--- src/rtl/pattern_merge_pipe.sv ---
// pattern_merge_pipe: handshaked lane-gate pipeline with flush, safe cfg reload and transfer counter.
// Optional out_parity port when PMP_PARITY_EN is defined.
module pattern_merge_pipe #(
  parameter int WIDTH = 4,
  parameter int STAGES = 2,
  parameter int CNT_W = 8
) (
  input  logic                  blif_clk_net,
  input  logic                  blif_reset_net,
  input  logic [WIDTH-1:0]      in_data,
  input  logic                  in_valid,
  output logic                  in_ready,
  output logic [WIDTH-1:0]      out_data,
  output logic                  out_valid,
  input  logic                  out_ready,
  input  logic                  flush,
  input  logic [2*STAGES-1:0]   cfg_mode,
  input  logic                  cfg_load,
  output logic                  cfg_busy,
  output logic [CNT_W-1:0]      out_count
`ifdef PMP_PARITY_EN
  ,
  output logic                  out_parity
`endif
);
  typedef enum logic [1:0] {IDLE, RUN, DRAIN} state_t;
  state_t state;
  logic [2*STAGES-1:0] cfg, shadow;
  logic [STAGES-1:0] v, adv, vin;
  logic [STAGES:0] vcat;
  logic [WIDTH-1:0] d [STAGES];
  logic [WIDTH-1:0] nxt [STAGES];
  logic [1:0] cfg0;
  logic take;

  function automatic logic [WIDTH-1:0] gate(input logic [1:0] m, input logic [WIDTH-1:0] x);
    logic [WIDTH-1:0] r;
    r = {x[0], x[WIDTH-1:1]};
    return m == 2'b00 ? ~(x | r) : m == 2'b01 ? ~(x & r) : m == 2'b10 ? x & r : x | r;
  endfunction

  // a word entering while an IDLE reload is adopted must see the new cfg in stage 0 too
  assign cfg0 = (state == IDLE && cfg_load) ? cfg_mode[1:0] : cfg[1:0];
  assign in_ready = adv[0] && state != DRAIN;
  assign take = in_valid && in_ready;
  assign vcat = {v, take};
  assign vin = vcat[STAGES-1:0];
  assign out_data = d[STAGES-1];
  assign out_valid = v[STAGES-1];
  assign cfg_busy = state == DRAIN;

  for (genvar s = 0; s < STAGES; s++) begin : g_stage
    assign adv[s] = out_ready || !(&v[STAGES-1:s]);
    if (s == 0) begin : g_first
      assign nxt[s] = gate(cfg0, in_data);
    end else begin : g_rest
      assign nxt[s] = gate(cfg[2*s+:2], d[s-1]);
    end
  end

  always_ff @(posedge blif_clk_net) begin
    if (blif_reset_net) begin
      state <= IDLE;
      cfg <= '0;
      shadow <= '0;
      v <= '0;
      out_count <= '0;
      for (int i = 0; i < STAGES; i++) d[i] <= '0;
    end else begin
      for (int i = 0; i < STAGES; i++) begin
        d[i] <= adv[i] ? nxt[i] : d[i];
        v[i] <= flush ? 1'b0 : adv[i] ? vin[i] : v[i];
      end
      if (out_valid && out_ready) out_count <= out_count + 1'b1;
      case (state)
        IDLE: begin
          if (cfg_load) cfg <= cfg_mode;
          if (take && !flush) state <= RUN;
        end
        RUN: begin
          if (cfg_load) begin
            shadow <= cfg_mode;
            state <= DRAIN;
          end else if (v == '0 && !take) state <= IDLE;
        end
        DRAIN: begin
          if (v == '0) begin
            cfg <= shadow;
            state <= IDLE;
          end
        end
        default: state <= IDLE;
      endcase
    end
  end

`ifdef PMP_PARITY_EN
  always_ff @(posedge blif_clk_net) begin
    if (blif_reset_net) out_parity <= 1'b0;
    else if (adv[STAGES-1]) out_parity <= ^nxt[STAGES-1];
  end
`endif
endmodule

--- config.mk ---
export PLATFORM = sky130hd
export DESIGN_NAME = pattern_merge_pipe
export DESIGN_NICKNAME = d
export VERILOG_FILES = /design/src/rtl/pattern_merge_pipe.sv
export SDC_FILE = /design/constraint.sdc
export NUM_CORES = 1
export LEC_CHECK = 0
export ABC_AREA = 1
export CORE_MARGIN = 1.5
export CORE_UTILIZATION = 30
export CTS_CLUSTER_DIAMETER = 80
export DETAILED_ROUTE_END_ITERATION = 12
export PLACE_DENSITY = 0.5
export REMOVE_ABC_BUFFERS = 1
export SETUP_SLACK_MARGIN = 0.02
export SLEW_MARGIN = 15
export SYNTH_ARGS = -nofsm -noshare
export SYNTH_HDL_FRONTEND = slang
export SYNTH_SLANG_ARGS = --single-unit
export TNS_END_PERCENT = 10
--- constraint.sdc ---
create_clock -name blif_clk_net -period 2.78 [get_ports blif_clk_net]
set_input_delay 0.278 -clock blif_clk_net [delete_from_list [all_inputs] [get_ports blif_clk_net]]
set_output_delay 0.278 -clock blif_clk_net [all_outputs]
set_load 0.02 [all_outputs]
==> key figures <==
Pwr
  – NetSw: 252 uW
  – Seq pwr share: 51.1%
  – Peak supply drop: 0.000166 V
  – Net Sw Frac: 28.2%
  – Part of the power in combinational logic: 20.6%
  – Clock share of power: 28.3%
  – PD cells: 475 nW/um^2
  – P_leak: 0.790 nW
  – Total power: 893 uW
  – Internal power: 641 uW

Flow run
  – Max-cap violations: 0

Place
  – HPWL after DPL: 2430 um
  – Final Wtd Congestion: 0.836
  – I/O Buffers: 28
  – Inst Count DP: 302
  – Dpl cell area: 1820 sq um

Cells and area
  – Share of post-route cells with drive strength above 1: 10.0%
  – Ant. Diodes: 0
  – Cell Count, Final, Fillers Out: 306
  – # nets final: 255
  – Fillers: 521
  – Synth-to-Final Area Change: 24.2%
  – Design area: 1880 sq um

Synth
  – Most area-hungry cell type in the Yosys netlist: dfxtp_1
  – Synth top cells by count: 39 x nand2_1, 28 x dfxtp_1, 22 x inv_1, 19 x nand3_1, 19 x o21ai_0
  – Top post-synthesis cells by area: dfxtp_1 37%, nand2_1 9.7%, nand3_1 6.3%, o21ai_0 6.3%, inv_1 5.5%
  – Post-synth top flop: dfxtp_1
  – Sequential share of the synthesized area: 37.1%
  – Count of cell types in the netlist: 27
  – Count leader, synth: nand2_1
  – YS warnings: 0
  – Avg Inst Size Synth: 7.04 sq um
  – Synth Cell Area: 1510 sq um
  – Post-synth EDFFs: 0
  – Cells after Synth: 215
  – Yosys top cell area share: 37.1%
  – Post-synth ARST share: 0%
  – #FFs+latches synth: 28

Floorplanning
  – Starting Density: 31.6%
  – Die W: 74.0 um
  – Num ports: 29
  – Core footprint: 4790 sq um
  – Die area: 5480 sq um
  – Placement Rows: 25
  – Die height: 74.0 um

GRT
  – First-pass GRT wire length: 5330 um
  – Initial antenna violation count: 0
  – Largest net degree at the start of global routing: 25
  – Vias in the first global route: 1249
  – Overflow left after global routing: 0
  – Global Route Usage Sum: 12.3%

Drt
  – Vias per cell: 4.57
  – Post-route ant nets: 0
  – DRC marker count from the first detailed-route iteration: 70
  – Drt wl/cell: 10.4 um
  – # DRC: 0
  – Final WL: 3190 um
  – Via count: 1399
  – Drt pass-1 iters: 4

Critical path
  – CP required: 2.50 ns
  – Family with the most delay on the worst path: buffers and inverters
  – Setup slack, reg-to-reg: 1.39 ns
  – Arrival @ worst endpoint: 1.70 ns
  – CP peak stage delay: 0.63 ns
  – CP cell instances: clkdlybuf4s50_1, nor2_2, a21oi_1, clkdlybuf4s50_1
  – Critical path type: in2out
  – Setup crit end kind: primary output
  – Worst path bufs/invs: 2
  – RR Startpoint: v[1]
  – Slowest cell on crit path: clkdlybuf4s50_1
  – CP startpoint: out_ready
  – Cell mode on critical path: clkdlybuf4s50_1
  – Worst-path maximum fanout: 4
  – CP startpoint kind: primary input

Timing
  – Setup TNS: 0 ns
  – Skew final: 0.00500 ns
  – RSZ-0062 raised after global routing: false
  – Min cycle time layout: 1.97 ns
  – Worst Max-Slew Pin Slew: 0.378 ns
  – Final worst path period share: 71.0%
  – Pins Over Slew Limit: 0
  – Max Clock Freq: 507 MHz
  – Fin. Hold Viols: 0
  – Worst rel slew slack: 74.7%
  – Final setup vio count: 0

CTS
  – Clock Sinks: 28
  – Post-CTS setup buffer count: 0
  – CTS resizes: 0
  – Worst skew pair latency: 0.27 ns
  – Hold Buf Count CTS: 0
  – Num CTS Buffers: 3
  – Clock tree buffer depth: 2
  – Reg clk slew, reported paths: 0.09 ns
  – CTS H-tree depth: 1
  – Clk root buf: clkbuf_8
  – CTS tree: yes

Hold path
  – Worst hold path type: reg2reg
  – Hold path start: shadow[3]

Run status
  – Status: finished clean
==> final timing paths <==
check / to / cells after the start
worst min-delay path: shadow[3] / 2
worst max register to register: state[0] / 7
worst max-delay path: in_ready / 4
worst min register to register: shadow[3] / 2
==> worst reg2reg max path, stage by stage, from the launching register on <==
cell and delay [ns]:
dfxtp_1 0.47, nand3_1 0.34, nand3_1 0.20, nand2_1 0.06, nand2_1 0.06, nand3_1 0.06
nand2_1 0.07, nor2_2 0.03
==> flip-flops by register name, summed over array words and instances (netlist names) <==
| register | cells |
|---|---|
| d | 8 |
| out_count | 8 |
| cfg | 4 |
| shadow | 4 |
| state | 2 |
| v | 2 |
==> metal layers <==
| metal | routed length, um | share of wire [%] | global-route usage, % | vias up |
|---|---|---|---|---|
| li1 | - | - | - | 754 |
| met1 | 1600 | 50 | 17.0 | 613 |
| met2 | 1410 | 44 | 19.3 | 30 |
| met3 | 147 | 4.6 | 2.57 | 2 |
| met4 | 27 | 0.85 | 3.70 | 0 |
| met5 | 0 | 0 | 0 | - |
==> placed cells by master (no fill, tap or decap), drive strengths merged, types with 4 or more instances in the layout <==
master	count
nand3	19
inv	27
nand3b	4
dfxtp	28
nand4	4
a21oi	16
clkbuf	4
o21ai	26
nor3	4
a31oi	6
clkdlybuf4s50	28
nand2	46
nor2	21
==> metrics by stage <==
stage                     hold WS [ns]  util, %  setup slack, ns
after CTS                        0.457     39.3            0.795
final                            0.452     39.3            0.807
after global routing             0.478     39.3            0.735
after detailed placement         0.441     38.1            0.811
after global placement           0.434     38.1            0.770
after floorplan                  0.347        -             1.46
==> power groups by stage <==
stage               Sequential [mW]  Combinational (mW)  Clock, mW
detailed placement            0.466               0.186          0
global placement              0.466               0.186          0
finish                        0.456               0.184      0.252
global route                  0.462               0.208      0.281
floorplan                     0.472               0.109          0
CTS                           0.457               0.186      0.266
==> final cells by class <==
| cell class | count | area (sq um) | share of cell area [%] |
|---|---|---|---|
| multi-input cells | 152 | 796 | 42.3 |
| repair buffers | 28 | 280 | 14.9 |
| clock buffers | 4 | 55.1 | 2.93 |
| inverters | 27 | 104 | 5.53 |
| well taps | 67 | 83.8 | 4.46 |
| flip-flops and latches | 28 | 561 | 29.8 |
==> cell families (layout without fill, tap and decap cells) <==
| group | count (synthesis) | count (layout) | synth area share [%] |
|---|---|---|---|
| compound gates | 49 | 49 | 16.9 |
| buf+inv | 35 | 59 | 10.3 |
| xor+xnor | 1 | 1 | 0.579 |
| fa+ha+maj | 1 | 1 | 0.827 |
| simple gates | 101 | 101 | 34.3 |
| flops | 28 | 28 | 37.1 |
Power figures use the tool's default switching activity.
